### src/rtl/morse_symbol_classifier.sv
// Morse key front end: synchronise, debounce, time marks/spaces and classify them
// into dit/dah/letter gap/word gap/error, delivered through a one-entry valid/ready slot.
//
// state    | meaning
// IDLE     | no measurement in progress, gaps suppressed
// MARK     | key down, timing the mark
// MARK_ERR | mark overran the error limit, waiting for key release
// SPACE    | key up after a symbol, timing the space for gap detection
module morse_symbol_classifier #(
  parameter int UNIT_CYCLES = 66,
  parameter int DEBOUNCE    = 4,
  parameter int DAH_UNITS   = 2,
  parameter int LGAP_UNITS  = 2,
  parameter int WGAP_UNITS  = 5,
  parameter int ERR_UNITS   = 6
) (
  input  logic       clk,
  input  logic       rst_n,
  input  logic       signal,
  output logic [2:0] sym,
  output logic       sym_valid,
  input  logic       sym_ready,
  output logic       level,
  output logic       overflow
);

  localparam int CNT_MAX = ERR_UNITS * UNIT_CYCLES;
  localparam int CNT_W   = $clog2(CNT_MAX + 1);
  localparam int DB_W    = $clog2(DEBOUNCE + 1);

  localparam logic [CNT_W-1:0] L_HALF = CNT_W'(UNIT_CYCLES / 2);
  localparam logic [CNT_W-1:0] L_DAH  = CNT_W'(DAH_UNITS * UNIT_CYCLES);
  localparam logic [CNT_W-1:0] L_LGAP = CNT_W'(LGAP_UNITS * UNIT_CYCLES);
  localparam logic [CNT_W-1:0] L_WGAP = CNT_W'(WGAP_UNITS * UNIT_CYCLES);
  localparam logic [CNT_W-1:0] L_ERR  = CNT_W'(CNT_MAX);

  localparam logic [2:0] SYM_DIT  = 3'b001;
  localparam logic [2:0] SYM_DAH  = 3'b010;
  localparam logic [2:0] SYM_LGAP = 3'b011;
  localparam logic [2:0] SYM_WGAP = 3'b100;
  localparam logic [2:0] SYM_ERR  = 3'b111;

  typedef enum logic [1:0] {IDLE, MARK, MARK_ERR, SPACE} state_t;

  state_t            state, state_d;
  logic              from_space, from_space_d;
  logic              sync1, sync2;
  logic [DB_W-1:0]   db_cnt;
  logic              level_q;
  logic [CNT_W-1:0]  cnt;
  logic              chg, rise, fall;
  logic              new_sym;
  logic [2:0]        new_code;

  always_ff @(posedge clk or negedge rst_n) begin
    if (!rst_n) begin
      sync1  <= 1'b0;
      sync2  <= 1'b0;
      db_cnt <= '0;
      level  <= 1'b0;
    end else begin
      sync1 <= signal;
      sync2 <= sync1;
      if (sync2 != level) begin
        if (db_cnt == DB_W'(DEBOUNCE - 1)) begin
          level  <= ~level;
          db_cnt <= '0;
        end else begin
          db_cnt <= db_cnt + 1'b1;
        end
      end else begin
        db_cnt <= '0;
      end
    end
  end

  // chg marks the first cycle of a new level; cnt then holds the length of the old one
  assign chg  = level ^ level_q;
  assign rise = chg & level;
  assign fall = chg & ~level;

  always_ff @(posedge clk or negedge rst_n) begin
    if (!rst_n) begin
      level_q <= 1'b0;
      cnt     <= '0;
    end else begin
      level_q <= level;
      if (chg)
        cnt <= CNT_W'(1);
      else if (cnt != L_ERR)
        cnt <= cnt + 1'b1;
    end
  end

  always_ff @(posedge clk or negedge rst_n) begin
    if (!rst_n) begin
      state      <= IDLE;
      from_space <= 1'b0;
    end else begin
      state      <= state_d;
      from_space <= from_space_d;
    end
  end

  always_comb begin
    state_d      = state;
    from_space_d = from_space;
    new_sym      = 1'b0;
    new_code     = 3'b000;
    case (state)
      IDLE: begin
        if (rise) begin
          state_d      = MARK;
          from_space_d = 1'b0;
        end
      end
      MARK: begin
        if (fall) begin
          if (cnt < L_HALF) begin
            state_d = from_space ? SPACE : IDLE;
          end else if (cnt < L_DAH) begin
            state_d  = SPACE;
            new_sym  = 1'b1;
            new_code = SYM_DIT;
          end else begin
            state_d  = SPACE;
            new_sym  = 1'b1;
            new_code = SYM_DAH;
          end
        end else if (cnt == L_ERR) begin
          state_d  = MARK_ERR;
          new_sym  = 1'b1;
          new_code = SYM_ERR;
        end
      end
      MARK_ERR: begin
        if (fall)
          state_d = SPACE;
      end
      SPACE: begin
        // a mark starting on a threshold cycle wins over the gap
        if (rise) begin
          state_d      = MARK;
          from_space_d = 1'b1;
        end else if (cnt == L_WGAP) begin
          state_d  = IDLE;
          new_sym  = 1'b1;
          new_code = SYM_WGAP;
        end else if (cnt == L_LGAP) begin
          new_sym  = 1'b1;
          new_code = SYM_LGAP;
        end
      end
      default: state_d = IDLE;
    endcase
  end

  always_ff @(posedge clk or negedge rst_n) begin
    if (!rst_n) begin
      sym       <= 3'b000;
      sym_valid <= 1'b0;
      overflow  <= 1'b0;
    end else begin
      if (new_sym && (!sym_valid || sym_ready)) begin
        sym       <= new_code;
        sym_valid <= 1'b1;
      end else if (new_sym) begin
        overflow <= 1'b1;
      end else if (sym_valid && sym_ready) begin
        sym_valid <= 1'b0;
      end
    end
  end

endmodule

### config.mk
export PLATFORM = sky130hd
export DESIGN_NAME = morse_symbol_classifier
export DESIGN_NICKNAME = d
export VERILOG_FILES = /design/src/rtl/morse_symbol_classifier.sv
export SDC_FILE = /design/constraint.sdc
export NUM_CORES = 1
export LEC_CHECK = 0
export CELL_PAD_IN_SITES_DETAIL_PLACEMENT = 1
export CELL_PAD_IN_SITES_GLOBAL_PLACEMENT = 2
export CORE_MARGIN = 3
export CORE_UTILIZATION = 33
export DETAILED_ROUTE_END_ITERATION = 12
export PLACE_DENSITY_LB_ADDON = 0.1
export SKIP_CTS_REPAIR_TIMING = 1
export SLEW_MARGIN = 20
export SYNTH_ARGS = -nofsm -noshare
export SYNTH_HDL_FRONTEND = slang
export SYNTH_SLANG_ARGS = --single-unit
### constraint.sdc
create_clock -name clk -period 3.1 [get_ports clk]
set_input_delay 0.62 -clock clk [delete_from_list [all_inputs] [get_ports clk]]
set_output_delay 0.62 -clock clk [all_outputs]
set_load 0.01 [all_outputs]
==> results of run 1 <==
metal layers:
metal | track usage [%] | routed length (µm)
met1 | 17.3 | 1390
met2 | 20.9 | 1400
met3 | 3.19 | 86
met4 | 4.12 | 29
met5 | 0 | 0
per-stage QoR:
step	worst slack, ns	hold slack, ns	std cells	area, µm²
detailed placement	1.05	0.344	179	1430
global route	0.870	0.374	183	1480
finish	1.05	0.360	183	1480
floorplan	1.17	0.324	131	1320
CTS	1.04	0.364	183	1480
global placement	1.11	0.337	179	1430
layout by cell type (no fill, tap or decap), drive strengths merged:
| master | Yosys | routed |
|---|---|---|
| dfrtp | 24 | 24 |
| o21ai | 9 | 9 |
| clkdlybuf4s50 | 0 | 9 |
| a21oi | 7 | 7 |
| inv | 6 | 6 |
| xnor2 | 6 | 6 |
| nand2 | 6 | 6 |
| ha | 6 | 6 |
| nand3 | 5 | 5 |
| and3 | 4 | 4 |
| and2 | 4 | 4 |
| nor4 | 4 | 4 |
| nor2 | 4 | 4 |
| clkbuf | 3 | 4 |
| nor3b | 4 | 4 |
| nor3 | 4 | 4 |
| nor2b | 3 | 3 |
| nand4 | 3 | 3 |
| a21o | 2 | 2 |
| o31ai | 2 | 2 |
| mux2 | 2 | 2 |
| a31oi | 2 | 2 |
| or3 | 1 | 1 |
| a21boi | 1 | 1 |
| a41oi | 1 | 1 |
| nand4b | 1 | 1 |
| and3b | 1 | 1 |
| o2111ai | 1 | 1 |
| nand2b | 1 | 1 |
| a211o | 1 | 1 |
| mux2i | 1 | 1 |
| or2 | 1 | 1 |
| a31o | 1 | 1 |
| a2bb2oi | 1 | 1 |
| o221ai | 1 | 1 |
| a22oi | 1 | 1 |
| buf | 7 | 1 |
layout make-up:
cell class	count	area, µm²	share of cell area [%]
clock buffer	4	55.1	3.71
inverter	6	22.5	1.52
multi-input combinational	91	647	43.6
sequential	24	601	40.5
tap	48	60.1	4.05
timing repair buffer	10	97.6	6.58
state kept, by name, indices dropped and copies added, names as in the netlist, named ones only:
signal      flops
sym             3
overflow        1
sync2           1
state           1
level_q         1
sync1           1
cnt             9
from_space      1
sym_valid       1
db_cnt          3
level           1
cells by family (layout without fill, tap and decap cells):
logic type	after synthesis	after routing
xor gates and xnor gates	6	6
DFF	24	24
buffers and inverters	16	20
adders and majority gates	6	6
muxes	3	3
and+or+nand+nor	46	46
AOI/OAI and AO/OA	30	30
Yosys cell counts, drive strengths merged, types with 2 or more instances:
master / instances / area share (%)
a21o: 2 / 1.1
a21oi: 7 / 3.5
a31oi: 2 / 0.95
and2: 4 / 1.9
and3: 4 / 1.9
buf: 7 / 2.8
clkbuf: 3 / 0.85
dfrtp: 24 / 46
ha: 6 / 5.7
inv: 6 / 1.7
mux2: 2 / 1.7
nand2: 6 / 1.7
nand3: 5 / 1.9
nand4: 3 / 1.4
nor2: 4 / 1.1
nor2b: 3 / 1.4
nor3: 4 / 2.4
nor3b: 4 / 2.7
nor4: 4 / 1.9
o21ai: 9 / 3.4
o31ai: 2 / 1.1
xnor2: 6 / 4.0
final timing paths:
| kind | cells after the start | slack, ns | end | startpoint |
|---|---|---|---|---|
| max in group asynchronous | 2 | 2.14 | state[0] | rst_n |
| worst min-delay path | 0 | 0.36 | sync2 | sync1 |
| worst min register to register | 0 | 0.36 | sync2 | sync1 |
| worst max-delay path | 7 | 1.05 | sym[1] | cnt[0] |
| min in group asynchronous | 2 | 0.71 | cnt[4] | rst_n |
| worst max register to register | 7 | 1.05 | sym[1] | cnt[0] |
where the power goes:
part           internal (mW)  switching [mW]  total [mW]
logic                  0.216           0.230       0.446
registers              0.399           0.112       0.511
clock network          0.113           0.100       0.214
total                  0.728           0.443        1.17
==> results by group, run 1 <==
Placement
  • IO buf count: 9
  • Routability Congestion: approximately 0.77
  • DP HPWL: 2.11 mm

Floorplanning
  • Cell row count: 22
  • Die Span Y: 69.2 µm
  • Core area: between 3000 and 4000 µm²
  • IO Count: 10
  • Starting Density: a little over a third
  • DIE WIDTH: between 60 and 70 µm
  • Die area: 4790 µm²

Pwr
  • VDD IR-drop max: 0.278 mV
  • Power Density: 790 nW/µm²
  • Total Power: about 1.2 mW
  • Pleak: between 0.6 and 0.7 nW

GRT
  • Initial antenna violation count: 0
  • Largest net degree at the start of global routing: 25
  • Grt ovf: 0
  • Global-route wire length before repair: 5.04 mm
  • Total GRT Usage: between 10% and 20%
  • Vias in the first global route: approximately 1000

Detailed routing
  • First-pass detailed-route iteration total: 4
  • DR vias: approximately 1000
  • Wire length per cell: roughly 16 µm
  • Final wirelength: 2.90 mm
  • # DRC: 0
  • Starting DRT DRC Count: 45
  • Routed Antenna Nets: 0
  • Via density: approximately 5.4

STA
  • Finish-stage setup viols: 0
  • Tmin final: 2.05 ns
  • Layout Skew: approximately 0.0033 ns
  • Slew headroom: just under 70%
  • Setup_tns: 0 ns
  • Final Cycle Share: 66.1%
  • Unrepaired setup endpoints after global routing: false
  • F_max: approximately 500 MHz
  • Final hold vios: 0
  • Measured slew at the worst slew-check pin: roughly 0.47 ns
  • Slew Viols, Final: 0

Synth
  • Yosys warns: 0
  • Main synth FF type: dfrtp_1
  • Syn nets: 141
  • Asr flop ratio synth: 100%
  • Post-Synthesis Cells: around 130
  • Seq/Total Area, Yosys: 45.5%
  • Synth Area in Compound Gates: 15.8%
  • Post-synthesis adder-cell area fraction: between 5 and 6%
  • Avg Synthesized Cell Area: 10.1 µm²
  • Mux cell area share after synthesis: approximately 2.5%
  • Post-Synth XOR/XNOR Area: between 3 and 4%
  • Largest family of logic cells by synthesized area: simple AND/OR/NAND/NOR gates
  • Synth Register Bits: 24
  • Synth Area in Simple Gates: a little over a fifth
  • Number of synthesized flops with an enable pin: 0
  • Netlist area before placement: 1320 µm²
  • Synth cell types: 40

Worst setup path
  • CP cell instances: inv_1 > ha_1 > and3_1 > a41oi_2 > a211o_1 > a21oi_4 > mux2_1
  • CP startpoint kind: register
  • Critical Path Sink Type: register
  • Worst path slowest cell: dfrtp_1
  • CP required: roughly 3.3 ns
  • CP Buf/Inv Count: 1
  • WS Path Type: reg -> reg
  • Critical path peak fanout: 5
  • Arrival @ worst endpoint: 2.20 ns
  • CP max stage delay: between 0.4 and 0.5 ns
  • Crit path max-delay family: compound AO/OA/AOI/OAI gates

Final layout
  • Final core occ: around two fifths
  • Ant diodes: 0
  • Share of layout cells above drive strength 1: 8.15%
  • P&R area growth vs syn: 12.4%
  • Fin nets: about 150
  • Fill count: roughly 440

CTS
  • Clock Root Buffer: clkbuf_8
  • # H-tree levels: 1
  • Num CTS Buffers: 3
  • TritonCTS clock tree: yes
  • Clock transition at path regs: ~0.090 ns
  • Clock sink count: 24
  • Worst skew pair latency: roughly 0.27 ns
  • Clock tree buffer depth: 2

Outcome
  • Status: finished clean

Job
  • Maximum capacitance violations: 0

Min path
  • Hold Crit Class: reg -> reg
Note: power is estimated with default switching activity, not from simulation.
==> run 2: changes to the inputs <==
==> constraint.sdc (replaced) <==
create_clock -name clk -period 1.85 [get_ports clk]
set_input_delay 0.37 -clock clk [delete_from_list [all_inputs] [get_ports clk]]
set_output_delay 0.37 -clock clk [all_outputs]
set_load 0.01 [all_outputs]
==> results by group, run 2 (same netlist as run 1, synthesis figures left out) <==
Floorplanning
  • Die Span Y: 69.2 µm (unchanged)
  • DIE WIDTH: 69.2 µm (unchanged)
  • IO Count: 10 (unchanged)
  • Starting Density: 35.2% (unchanged)
  • Die area: 4790 µm² (unchanged)
  • Core area: 3740 µm² (unchanged)
  • Cell row count: 22 (unchanged)

GRT
  • Initial antenna violation count: 0 (unchanged)
  • Grt ovf: 0 (unchanged)
  • Global-route wire length before repair: 5.30 mm (+5.1%)
  • Vias in the first global route: 1113 (+7.4%)
  • Largest net degree at the start of global routing: 25 (unchanged)
  • Total GRT Usage: 13.6% (+0.53 points)

Final layout
  • Biggest regs: cnt x9, db_cnt x3, sym x3
  • Ant diodes: 0 (unchanged)
  • Share of layout cells above drive strength 1: 30.4% (+22 points)
  • Fill count: 428 (-1.8%)
  • Max FFs per register: 9 (unchanged)
  • Final cell count without fillers: 206 (+13%)
  • Commonest cells after routing, fill and taps aside: 24 x buf_4, 21 x dfrtp_1, 9 x o21ai_0, 9 x clkdlybuf4s50_1
  • Fin nets: 169 (+16%)
  • P&R area growth vs syn: 31.2%
  • Most common cell after layout, fill and taps aside: buf_4
  • Design Area, Final: 1730 µm² (+17%)
  • Most flops, register: cnt

CTS
  • Clock sink count: 24 (unchanged)
  • Num CTS Buffers: 3 (unchanged)
  • Clock Root Buffer: clkbuf_8
  • Clock transition at path regs: 0.09 ns (about the same)
  • Worst skew pair latency: 0.27 ns (about the same)
  • TritonCTS clock tree: yes
  • # H-tree levels: 1 (unchanged)
  • Clock tree buffer depth: 2 (unchanged)

Outcome
  • Status: finished, violations left
  • Failing checks: negative setup slack

Detailed routing
  • M1 WL: 1.42 mm (+2.2%)
  • Routed Antenna Nets: 0 (unchanged)
  • WL met2: 1.61 mm (+15%)
  • Via density: 5.10 (-5.3%)
  • Starting DRT DRC Count: 30 (-33%)
  • Final wirelength: 3.11 mm (+7.0%)
  • First-pass detailed-route iteration total: 4 (unchanged)
  • Wire length per cell: 15.1 µm (-5.0%)
  • Uppermost layer routed: met4
  • # DRC: 0 (unchanged)
  • DR vias: 1050 (+6.6%)
  • WL met3: 56 µm (-35%)

Pwr
  • Power Density: 1360 nW/µm² (+72%)
  • Pleak: 0.765 nW (+18%)
  • VDD IR-drop max: 0.464 mV (+67%)

STA
  • Finish-stage setup viols: 3 (+3)
  • Unrepaired setup endpoints after global routing: true
  • Worst setup slack after layout: -0.0546 ns (-1.11 ns)
  • Layout Skew: 0.00233 ns (-0.000978 ns)
  • F_max: 525 MHz (+7.6%)
  • Tmin final: 1.90 ns (-0.145 ns)
  • Measured slew at the worst slew-check pin: 0.361 ns (-0.105 ns)
  • Slew headroom: 76.0% (+7.1 points)
  • Final Cycle Share: 103% (+37 points)
  • Final hold vios: 0 (unchanged)
  • Slew Viols, Final: 0 (unchanged)

Placement
  • DP HPWL: 2.37 mm (+12%)
  • IO buf count: 9 (unchanged)
  • Routability Congestion: 0.769 (+0.18%)
  • DP Cell Count: 199 (+11%)
  • Post-DP Area: 1590 µm² (+11%)

Job
  • Maximum capacitance violations: 0 (unchanged)

Min path
  • Hold Crit Class: reg -> reg
  • Hold Path Cell Cnt: 0 (unchanged)

Worst setup path
  • Critical path peak fanout: 3 (-2)
  • WS Path Type: reg -> reg
  • Critical Path Sink Type: register
  • Worst r2r path cells: 7 (unchanged)
  • CP required: 2.01 ns (-1.24 ns)
  • Arrival @ worst endpoint: 2.06 ns (-0.14 ns)
  • CP startpoint kind: register
run 2: cell types whose count changed in the layout (fill, tap and decap cells not counted), sizes merged:
cell / change
buf: +23
bufinv: +1
clkbuf: -1
run 2: path summary, 6_finish.rpt:
check | slack (ns) | endpoint | start
setup / recovery | -0.05 | sym[0] | cnt[0]
hold / removal | 0.36 | sync2 | sync1
setup reg to reg | -0.05 | sym[0] | cnt[0]
hold reg to reg | 0.36 | sync2 | sync1
max in group asynchronous | 1.13 | cnt[6] | rst_n
min in group asynchronous | 0.46 | cnt[1] | rst_n
run 2: metrics by stage:
stage | setup TNS [ns] | total power, mW | worst slack [ns] | hold WS, ns | util [%]
4_1_cts | -0.191 | 2.29 | -0.0889 | 0.362 | 44.4
3_5_place_dp | -0.113 | 1.81 | -0.0581 | 0.340 | 42.4
5_1_grt | -0.428 | 2.55 | -0.133 | 0.378 | 46.2
6_report | -0.116 | 2.35 | -0.0546 | 0.358 | 46.2
2_1_floorplan | 0 | 1.37 | 0.0184 | 0.0744 | -
3_3_place_gp | -0.0931 | 1.77 | -0.0485 | 0.340 | 42.4
run 2: worst max-delay path, cell delays in order (launching register included):
cell and delay [ns]:
dfrtp_1 0.40, inv_2 0.09, ha_4 0.13, and3_4 0.20, a41oi_2 0.11, a211o_1 0.35, a21oi_4 0.21, mux2_4 0.31
run 2: power by group:
group | switching, mW | leakage (nW) | total (mW) | internal [mW]
Clock | 0.178 | 0.0357 | 0.468 | 0.289
Sequential | 0.105 | 0.309 | 0.775 | 0.670
Combinational | 0.539 | 0.420 | 1.11 | 0.566
Total | 0.823 | 0.765 | 2.35 | 1.52
run 2: metal layers:
metal	vias to the layer above	GRT usage, %
met5	-	0
met4	0	3.90
met3	2	1.88
met2	10	23.9
met1	518	17.2
li1	520	-
run 2: area by class of cell:
class	instances	area (µm²)	area share, %
clock buffer	3	41.3	2.39
inverter	6	22.5	1.30
clock inverter	1	30.0	1.74
multi-input combinational	91	702	40.6
tap	48	60.1	3.47
timing repair buffer	33	270	15.6
sequential	24	604	34.9
==> run 3: changes to the inputs <==
--- a/config.mk
+++ b/config.mk
@@ -12,7 +12,6 @@
 export DETAILED_ROUTE_END_ITERATION = 12
 export PLACE_DENSITY_LB_ADDON = 0.1
 export SKIP_CTS_REPAIR_TIMING = 1
-export SLEW_MARGIN = 20
 export SYNTH_ARGS = -nofsm -noshare
 export SYNTH_HDL_FRONTEND = slang
 export SYNTH_SLANG_ARGS = --single-unit
==> results of run 3 <==
No change in the layout: final DEF, timing and power equal those of run 2.
